**src/rtl/morse_pkg.sv**
```systemverilog
// -----------------------------------------------------------------------------
// morse_pkg
// Shared definitions for the Morse pattern generator: the 2-bit symbol codes
// carried in each Pattern slot, the length of each tone/gap element in Morse
// units, and the controller state encoding.
// No ports (package).
// -----------------------------------------------------------------------------
package morse_pkg;

  // Symbol codes, one per 2-bit Pattern slot.
  typedef enum logic [1:0] {
    SYM_END  = 2'b00,
    SYM_DOT  = 2'b01,
    SYM_DASH = 2'b10,
    SYM_WORD = 2'b11
  } sym_e;

  // Element lengths in Morse units. They fit the 3-bit unit counter.
  localparam logic [2:0] DOT_UNITS  = 3'd1;
  localparam logic [2:0] DASH_UNITS = 3'd3;
  localparam logic [2:0] GAP_UNITS  = 3'd1;
  localparam logic [2:0] WORD_UNITS = 3'd7;

  typedef enum logic [2:0] {
    ST_IDLE,
    ST_LOAD,
    ST_ON,
    ST_GAP,
    ST_DONE
  } state_e;

endpackage : morse_pkg

```
**src/rtl/morse_unit_tick.sv**
```systemverilog
// -----------------------------------------------------------------------------
// morse_unit_tick
// Millisecond prescaler followed by a millisecond counter. Emits a one-cycle
// pulse on the last clock cycle of every Morse unit
// (TICKS_PER_MS * UNIT_MS cycles). A synchronous clear restarts the unit so
// that each tone/gap phase begins on a fresh unit boundary.
//
// Ports:
//   CLK          in   system clock
//   RST          in   asynchronous active-high reset
//   i_clr        in   synchronous clear of both counters
//   o_unit_tick  out  high on the final cycle of each unit
// -----------------------------------------------------------------------------
module morse_unit_tick #(
  parameter int TICKS_PER_MS = 50000,
  parameter int UNIT_MS      = 100
) (
  input  logic CLK,
  input  logic RST,
  input  logic i_clr,
  output logic o_unit_tick
);

  // A 1-cycle or 1-ms unit still needs a 1-bit counter.
  localparam int PW = (TICKS_PER_MS > 1) ? $clog2(TICKS_PER_MS) : 1;
  localparam int MW = (UNIT_MS > 1) ? $clog2(UNIT_MS) : 1;

  localparam logic [PW-1:0] PRE_LAST = PW'(TICKS_PER_MS - 1);
  localparam logic [MW-1:0] MS_LAST  = MW'(UNIT_MS - 1);

  logic [PW-1:0] r_pre;
  logic [MW-1:0] r_ms;
  logic          w_ms_tick;

  assign w_ms_tick   = (r_pre == PRE_LAST);
  assign o_unit_tick = w_ms_tick && (r_ms == MS_LAST);

  // NOTE: state is updated with non-blocking assignments so every register
  // samples the pre-edge values of the others, independent of statement order.
  always_ff @(posedge CLK or posedge RST) begin
    if (RST) begin
      r_pre <= '0;
      r_ms  <= '0;
    end else if (i_clr) begin
      r_pre <= '0;
      r_ms  <= '0;
    end else begin
      r_pre <= w_ms_tick ? '0 : r_pre + PW'(1);
      if (o_unit_tick) begin
        r_ms <= '0;
      end else if (w_ms_tick) begin
        r_ms <= r_ms + MW'(1);
      end
    end
  end

endmodule : morse_unit_tick

```
**src/rtl/morse_pattern_gen.sv**
```systemverilog
// -----------------------------------------------------------------------------
// morse_pattern_gen
// Plays a latched list of up to MAX_SYMS Morse symbols (dot, dash, word gap)
// on a single pin. One unit U = TICKS_PER_MS * UNIT_MS clock cycles.
// Each symbol is preceded by a one-cycle LOAD that decodes the next slot.
//
// Optional build macro MORSE_REPEAT_EN: adds Repeat_Sig. When the end of the
// list is reached with Repeat_Sig high, Done_Sig pulses, the pin stays off
// for a 7U inter-message gap, and the originally latched list is replayed
// with Busy held high.
//
// Ports:
//   CLK         in   system clock
//   RST         in   asynchronous active-high reset
//   Start_Sig   in   start request, sampled only in IDLE
//   Abort_Sig   in   synchronous abort, effective in any non-IDLE state
//   Pattern     in   symbol list, slot k = bits [2k+1:2k], slot 0 first
//   Repeat_Sig  in   (MORSE_REPEAT_EN only) loop the message
//   Busy        out  high while a message is in progress
//   Done_Sig    out  one-cycle pulse at normal completion
//   Pin_Out     out  tone output, low while on when OUT_ACTIVE_LOW = 1
// -----------------------------------------------------------------------------
module morse_pattern_gen
  import morse_pkg::*;
#(
  parameter int TICKS_PER_MS   = 50000,
  parameter int UNIT_MS        = 100,
  parameter int MAX_SYMS       = 16,
  parameter int OUT_ACTIVE_LOW = 1
) (
  input  logic                  CLK,
  input  logic                  RST,
  input  logic                  Start_Sig,
  input  logic                  Abort_Sig,
  input  logic [2*MAX_SYMS-1:0] Pattern,
`ifdef MORSE_REPEAT_EN
  input  logic                  Repeat_Sig,
`endif
  output logic                  Busy,
  output logic                  Done_Sig,
  output logic                  Pin_Out
);

  // Index must be able to reach MAX_SYMS itself.
  localparam int   IW       = $clog2(MAX_SYMS + 1);
  localparam logic TONE_OFF = (OUT_ACTIVE_LOW != 0);
  localparam logic TONE_ON  = !TONE_OFF;

  state_e                r_state;
  logic [2*MAX_SYMS-1:0] r_shift;
  logic [2*MAX_SYMS-1:0] r_latched;
  logic [IW-1:0]         r_idx;
  logic [2:0]            r_units;
  logic [2:0]            r_last;     // unit count of the current phase minus one
  logic                  r_busy;
  logic                  r_done;
  logic                  r_pin;
  logic                  r_rep;      // end-of-list reached with repeat requested
  logic                  r_reload;   // current GAP is the inter-message gap

  logic w_repeat;
  logic w_in_phase;
  logic w_unit_tick;
  logic w_phase_end;
  logic w_clr;
  logic w_at_end;

`ifdef MORSE_REPEAT_EN
  assign w_repeat = Repeat_Sig;
`else
  assign w_repeat = 1'b0;
`endif

  assign w_in_phase  = (r_state == ST_ON) || (r_state == ST_GAP);
  assign w_phase_end = w_in_phase && w_unit_tick && (r_units == r_last);
  // Hold the unit timer cleared outside timed phases and on the last cycle of
  // a phase, so the next phase starts counting from zero.
  assign w_clr       = !w_in_phase || w_phase_end;
  assign w_at_end    = (r_shift[1:0] == SYM_END) || (r_idx == IW'(MAX_SYMS));

  morse_unit_tick #(
    .TICKS_PER_MS (TICKS_PER_MS),
    .UNIT_MS      (UNIT_MS)
  ) u_unit_tick (
    .CLK         (CLK),
    .RST         (RST),
    .i_clr       (w_clr),
    .o_unit_tick (w_unit_tick)
  );

  always_ff @(posedge CLK or posedge RST) begin
    if (RST) begin
      r_state   <= ST_IDLE;
      r_shift   <= '0;
      r_latched <= '0;
      r_idx     <= '0;
      r_units   <= '0;
      r_last    <= '0;
      r_busy    <= 1'b0;
      r_done    <= 1'b0;
      r_pin     <= TONE_OFF;
      r_rep     <= 1'b0;
      r_reload  <= 1'b0;
    end else begin
      r_done <= 1'b0;
      if (Abort_Sig && (r_state != ST_IDLE)) begin
        r_state  <= ST_IDLE;
        r_busy   <= 1'b0;
        r_pin    <= TONE_OFF;
        r_units  <= '0;
        r_rep    <= 1'b0;
        r_reload <= 1'b0;
      end else begin
        case (r_state)
          ST_IDLE: begin
            if (Start_Sig) begin
              r_shift   <= Pattern;
              r_latched <= Pattern;
              r_idx     <= '0;
              r_units   <= '0;
              r_reload  <= 1'b0;
              r_busy    <= 1'b1;
              r_state   <= ST_LOAD;
            end
          end

          ST_LOAD: begin
            r_units <= '0;
            if (w_at_end) begin
              r_state <= ST_DONE;
              r_done  <= 1'b1;
              r_rep   <= w_repeat;
              r_busy  <= w_repeat;
            end else begin
              case (r_shift[1:0])
                SYM_DOT: begin
                  r_state <= ST_ON;
                  r_pin   <= TONE_ON;
                  r_last  <= DOT_UNITS - 3'd1;
                end
                SYM_DASH: begin
                  r_state <= ST_ON;
                  r_pin   <= TONE_ON;
                  r_last  <= DASH_UNITS - 3'd1;
                end
                default: begin
                  r_state <= ST_GAP;
                  r_last  <= WORD_UNITS - 3'd1;
                end
              endcase
            end
          end

          ST_ON: begin
            if (w_phase_end) begin
              r_state <= ST_GAP;
              r_pin   <= TONE_OFF;
              r_units <= '0;
              r_last  <= GAP_UNITS - 3'd1;
            end else if (w_unit_tick) begin
              r_units <= r_units + 3'd1;
            end
          end

          ST_GAP: begin
            if (w_phase_end) begin
              r_state <= ST_LOAD;
              r_units <= '0;
              if (r_reload) begin
                r_shift  <= r_latched;
                r_idx    <= '0;
                r_reload <= 1'b0;
              end else begin
                r_shift <= r_shift >> 2;
                r_idx   <= r_idx + IW'(1);
              end
            end else if (w_unit_tick) begin
              r_units <= r_units + 3'd1;
            end
          end

          ST_DONE: begin
            r_units <= '0;
            if (r_rep) begin
              r_state  <= ST_GAP;
              r_last   <= WORD_UNITS - 3'd1;
              r_reload <= 1'b1;
              r_rep    <= 1'b0;
            end else begin
              r_state <= ST_IDLE;
              r_busy  <= 1'b0;
            end
          end

          default: begin
            r_state <= ST_IDLE;
            r_busy  <= 1'b0;
            r_pin   <= TONE_OFF;
          end
        endcase
      end
    end
  end

  assign Busy     = r_busy;
  assign Done_Sig = r_done;
  assign Pin_Out  = r_pin;

endmodule : morse_pattern_gen

```
**config.mk**
```make
export PLATFORM = sky130hd
export DESIGN_NAME = morse_pattern_gen
export DESIGN_NICKNAME = d
export VERILOG_FILES = /design/src/rtl/morse_pkg.sv /design/src/rtl/morse_unit_tick.sv /design/src/rtl/morse_pattern_gen.sv
export SDC_FILE = /design/constraint.sdc
export NUM_CORES = 1
export LEC_CHECK = 0
export ABC_CLOCK_PERIOD_IN_PS = 4400
export CAP_MARGIN = 20
export CORE_MARGIN = 8
export CORE_UTILIZATION = 43
export CTS_CLUSTER_DIAMETER = 100
export CTS_CLUSTER_SIZE = 30
export DETAILED_ROUTE_END_ITERATION = 7
export SYNTH_ARGS = -nofsm -noshare
export SYNTH_HDL_FRONTEND = slang
export SYNTH_SLANG_ARGS = --single-unit
```
**constraint.sdc**
```tcl
create_clock -name CLK -period 4.4 [get_ports CLK]
set_input_delay 0.44 -clock CLK [delete_from_list [all_inputs] [get_ports CLK]]
set_output_delay 0.44 -clock CLK [all_outputs]
set_load 0.05 [all_outputs]
```
==> results of run 1 <==
cell type report:
cell class / count / area (µm²) / area share (%)
multi-input combinational: 400 / 2440 / 40.6
inverter: 9 / 36.3 / 0.604
clock buffer: 13 / 250 / 4.17
sequential: 104 / 2610 / 43.4
clock inverter: 3 / 65.1 / 1.08
tap: 147 / 184 / 3.06
timing repair buffer: 44 / 425 / 7.09
cells in the mapped netlist (2+ instances only):
| cell type | number |
|---|---|
| nand2_1 | 143 |
| nor3b_1 | 2 |
| nor4b_1 | 2 |
| buf_4 | 3 |
| nand3_1 | 15 |
| a22o_1 | 2 |
| xor2_1 | 9 |
| dfrtp_1 | 103 |
| nand2b_1 | 3 |
| ha_1 | 7 |
| mux2i_1 | 33 |
| mux2_2 | 27 |
| a31oi_1 | 4 |
| clkbuf_1 | 17 |
| nand4_1 | 6 |
| a21o_1 | 3 |
| and3_1 | 3 |
| mux2_1 | 4 |
| nor4_1 | 3 |
| and4_1 | 2 |
| inv_1 | 9 |
| nor3_1 | 10 |
| a21oi_1 | 9 |
| o21ai_0 | 38 |
| xnor2_1 | 11 |
| buf_1 | 5 |
| a211oi_1 | 5 |
| nor2_1 | 37 |
| nor2b_1 | 3 |
| buf_2 | 2 |
sequential cells by signal (all words and copies together) (netlist names):
name / cells
Pin_Out: 1
r_state: 3
Busy: 1
u_unit_tick.r_ms: 7
r_units: 3
Done_Sig: 1
r_shift: 32
u_unit_tick.r_pre: 16
r_reload: 1
r_last: 2
r_latched: 32
r_idx: 5
power by group:
group | switching [mW] | internal (mW) | leakage [nW]
Combinational | 0.608 | 0.474 | 1.18
Clock | 0.337 | 0.514 | 0.154
Sequential | 0.208 | 1.30 | 1.31
Total | 1.15 | 2.28 | 2.64
cells by family after synthesis:
group                      count (synthesis)  share of synthesized area, %
muxes                                     64                          13.1
and+or+nand+nor                          239                          20.5
DFF                                      104                          50.1
AOI/OAI and AO/OA                         70                          8.23
xor gates and xnor gates                  20                          3.37
adders and majority gates                  7                          1.68
buffers and inverters                     37                          3.08
worst paths after layout:
check	end	cells past startpoint	start
min	r_latched[13]$_DFFE_PP0P_	2	r_latched[13]$_DFFE_PP0P_
max in group asynchronous	r_reload$_DFFE_PP0P_	3	RST
max	r_shift[15]$_DFFE_PP0P_	6	u_unit_tick.r_pre[5]$_DFF_PP0_
min reg2reg	r_latched[13]$_DFFE_PP0P_	2	r_latched[13]$_DFFE_PP0P_
min in group asynchronous	u_unit_tick.r_ms[6]$_DFFE_PP0P_	2	RST
max reg2reg	r_shift[15]$_DFFE_PP0P_	6	u_unit_tick.r_pre[5]$_DFF_PP0_
routing by layer:
| layer | routed length [µm] | GRT usage [%] | vias up |
|---|---|---|---|
| met5 | 0 | 0 | - |
| met4 | 91 | 3.61 | 0 |
| met3 | 395 | 4.60 | 8 |
| met2 | 5270 | 24.4 | 46 |
| met1 | 5250 | 18.3 | 1870 |
| li1 | - | - | 1889 |
critical path: cells and delay by family (launching register included):
family,cells,cell delay [ns]
buffers and inverters,1,0.42
DFF,1,0.42
muxes,1,0.38
and+or+nand+nor,4,1.62
cells in the final DEF, fill, tap and decap left out, drive strengths merged, types with 4 or more instances in the layout:
cell | netlist | layout
a211oi | 5 | 5
a21oi | 9 | 9
a31oi | 4 | 4
buf | 11 | 6
clkbuf | 17 | 13
clkdlybuf4s50 | 0 | 38
dfrtp | 103 | 103
ha | 7 | 7
inv | 9 | 9
mux2 | 31 | 31
mux2i | 33 | 33
nand2 | 143 | 143
nand3 | 15 | 15
nand4 | 6 | 6
nor2 | 37 | 37
nor3 | 11 | 11
nor4 | 4 | 4
o21ai | 38 | 38
xnor2 | 11 | 11
xor2 | 9 | 9
==> run metrics, run 1 <==
Post-Layout Cell Count=720; Layout Area Growth over Synthesis=15.4%; Post-Syn Area=0.00520 mm²; async set or reset register ratio after synthesis=100%; largest cells by area after synthesis=dfrtp_1 50%, nand2_1 10%, mux2i_1 6.4%, mux2_2 5.8%, o21ai_0 3.7%; Clock Sinks=104; clock skew=0.00889 ns; design area=0.00600 mm²; Root Buffer=clkbuf_16; RSZ-0062 raised after global routing=no; Data arrival, critical path=3.19 ns; via count=3,813; dpl hpwl=7190 µm; max cap viols=0; GP Congestion=0.812; Setup WS pre-CTS=1.43 ns; Synth Register Bits=104; vias in the first global route=3,983; CTS buffer count=9; CP cell instances=or4b_4, nor4_4, nand4_1, nand2_1, buf_4, mux2_2; Max VDD drop=0.000315 V; initial antenna violation count=0; Slowest cell on crit path=or4b_4; Worst Hold Class=reg2reg; Post-CTS Resized=0; dpl cell area=0.00569 mm²; initial DRC count=257; yosys warns=0; Main synth FF type=dfrtp_1; top-area cell type share of the netlist area=49.6%; row cnt=40; Mapped Cells=541; final worst-path setup slack=1.44 ns; Worst Max-Slew Pin Slew=1.07 ns; final net count=611; CTS HTree Levels=3; Clk Latency, worst-skew pair=0.35 ns; Final Hold Viols=0; Pwr Density=573 mW/mm²; Final Max Slew Viols=0; Filler Cell Count=1,112; P_leak=2.64 nW; Startpoint Class=flip-flop; number of flops mapped to enable cells by yosys=0; Avg Synthesized Cell Area=9.61 µm²; Post-Syn Nets=584; num ports=39; final setup fails=0; Congestion Overflow GR=0; final cycle utilization of the critical path=67.4%; total core area=0.0119 mm²; post-synthesis cell type count=51; Die Span Y=126 µm; critical path type=reg2reg; largest net degree at the start of global routing=67; first-pass GRT wire length=19,300 µm; share of cells above drive strength 1=9.77%; flop-to-flop setup slack=1.44 ns; Worst setup EP type=flip-flop; cell taking the most area after synthesis=dfrtp_1; Inst Count DP=704; Remaining DRCs=0; Routed wire per std cell=15.3 µm; Setup Buffers After CTS=0; die area=0.0159 mm²; number of iterations in the first detailed-routing pass=5; Fin Hold WS=0.476 ns; final wirelength=11,000 µm; slew margin rel.=28.8%; Final ANT Viol Nets=0; CTS tree=done; Ant. Diodes=0; GRT Overall Usage=14.7%; CP max FO=24; number of I/O port buffers=38; Avg Vias per Cell=5.30; Worst-path clk slew=0.06 ns; setup TNS=0 ns; crit-path max cell delay=0.57 ns; utilization after layout=50.4%; clk buf depth=2; f_max=0.337 GHz; outcome=completed; overall power=3.44 mW; effective utilization at floorplan=43.7%; CTS Hold Bufs=0; post-layout min period=2.96 ns; die width=126 µm; Seq/Total Area, Yosys=50.1%; CP Data Required Time=4.63 ns
(Power assumes the default switching activity.)
==> run 2: changes to the inputs <==
- ABC_CLOCK_PERIOD_IN_PS: 4400 -> 2800
- clock period: 4.4 -> 2.8 ns (I/O delays scaled with it)
==> run 2 against run 1 <==
Net effect: non-clock buffer count rose by 7; via count rose by 1.8%; cell area rose by 0.42%; die area unchanged; critical endpoint is now r_shift[18]$_DFFE_PP0P_; worst hold slack lost 0.078 ns; combinational power grew 63%; clock power up 36%; clock skew shrank 0.0037 ns; critical path type unchanged; utilization is 0.21 points higher; sequential share of layout area down 0.18 points; critical path depth stayed put; power grew 53%.
==> run metrics, run 2 (same netlist as run 1, synthesis figures left out) <==
effective utilization at floorplan=43.7%; Worst Max-Slew Pin Slew=0.726 ns; GRT Overall Usage=15.1%; Inst Count DP=711; Final Max Slew Viols=0; Remaining DRCs=0; outcome=completed; max cap viols=0; initial antenna violation count=0; clock skew=0.00521 ns; Avg Vias per Cell=5.36; design area=0.00603 mm²; Fin Hold WS=0.398 ns; die width=126 µm; dpl hpwl=7570 µm; Setup Buffers After CTS=0; critical path type=reg2reg; final worst-path setup slack=0.319 ns; first-pass GRT wire length=19,900 µm; Final Hold Viols=0; CP max FO=15; slew margin rel.=51.5%; share of cells above drive strength 1=10.7%; row cnt=40; final cycle utilization of the critical path=88.6%; P_leak=2.66 nW; Die Span Y=126 µm; setup TNS=0 ns; Final ANT Viol Nets=0; Worst setup EP type=flip-flop; GP Congestion=0.801; final net count=618; Top Registers=r_latched (32), r_shift (32), u_unit_tick.r_pre (16); Ant. Diodes=0; Layout Area Growth over Synthesis=15.9%; Worst Hold Class=in2async; Clock Sinks=104; num ports=39; via count=3,882; Worst-path clk slew=0.07 ns; Post-CTS Resized=0; Post-Layout Cell Count=724; final setup fails=0; Pwr Density=874 mW/mm²; final wirelength=11,200 µm; CTS tree=done; CTS buffer count=9; die area=0.0159 mm²; CP Data Required Time=3.03 ns; RSZ-0062 raised after global routing=no; Max VDD drop=0.000402 V; total core area=0.0119 mm²; dpl cell area=0.00577 mm²; Setup WS pre-CTS=0.322 ns; crit path from=u_unit_tick.r_pre[5]$_DFF_PP0_; number of iterations in the first detailed-routing pass=6; clk buf depth=2; initial DRC count=306; largest net degree at the start of global routing=67; f_max=0.403 GHz; Congestion Overflow GR=0; Routed wire per std cell=15.4 µm; CTS HTree Levels=3; Startpoint Class=flip-flop; commonest non-fill, non-tap cell in the layout=nand2_1; number of I/O port buffers=38; Root Buffer=clkbuf_16; vias in the first global route=4,058; commonest cells after routing, fill and taps aside=143 x nand2_1, 102 x dfrtp_1, 38 x o21ai_0, 38 x clkdlybuf4s50_1, 37 x nor2_1; post-layout min period=2.48 ns; Data arrival, critical path=2.71 ns; Reg2Reg Launch Point=u_unit_tick.r_pre[5]$_DFF_PP0_; CTS Hold Bufs=0; Clk Latency, worst-skew pair=0.35 ns
[run 2: changes by cell type in the layout (fill, tap and decap cells not counted), sizes merged]
cell,delta
buf,+7
bufinv,-2
clkbuf,-1
clkinvlp,+1
inv,-1
[run 2: cell type report]
class,instances,area (µm²)
Clock buffer,12,256
Clock inverter,1,5.00
Inverter,9,37.5
Timing Repair Buffer,51,503
Sequential cell,104,2610
Tap cell,147,184
Multi-Input combinational cell,400,2440
Fill cell,1109,5880
[run 2: worst paths after layout]
path                                        endpoint  slack [ns]  cells past startpoint
max                          r_shift[18]$_DFFE_PP0P_        0.32                      6
min                           r_state[2]$_DFFE_PP0P_        0.40                      2
max in group asynchronous     r_shift[3]$_DFFE_PP0P_        1.66                      3
min reg2reg                r_latched[10]$_DFFE_PP0P_        0.48                      2
min in group CLK           r_latched[10]$_DFFE_PP0P_        0.48                      2
max reg2reg                  r_shift[18]$_DFFE_PP0P_        0.32                      6
[run 2: critical path, stage by stage (launching register included)]
cell and delay [ns]:
dfrtp_1 0.42, or4b_4 0.57, nor4_4 0.39, nand4_1 0.22, nand2_1 0.14, buf_4 0.25
mux2_2 0.36
[run 2: per-stage QoR]
step / power, mW / util, %
finish: 5.27 / 50.6
global route: 5.68 / 50.6
CTS: 5.35 / 50.6
detailed placement: 4.16 / 48.4
global placement: 4.09 / 48.4
floorplan: 3.64 / -
[run 2: report_power, final]
part / leakage [nW] / switching [mW] / internal (mW)
logic: 1.21 / 0.979 / 0.779
clock network: 0.130 / 0.526 / 0.636
registers: 1.31 / 0.308 / 2.04
total: 2.66 / 1.81 / 3.45
[run 2: routing by layer]
metal | part of all wire, % | track usage [%] | wire length [µm] | vias up
met4 | 1.3 | 5.38 | 144 | 0
met5 | 0 | 0 | 0 | -
met3 | 3.4 | 3.67 | 377 | 11
met1 | 48 | 19.5 | 5310 | 1914
li1 | - | - | - | 1910
met2 | 48 | 24.3 | 5340 | 47
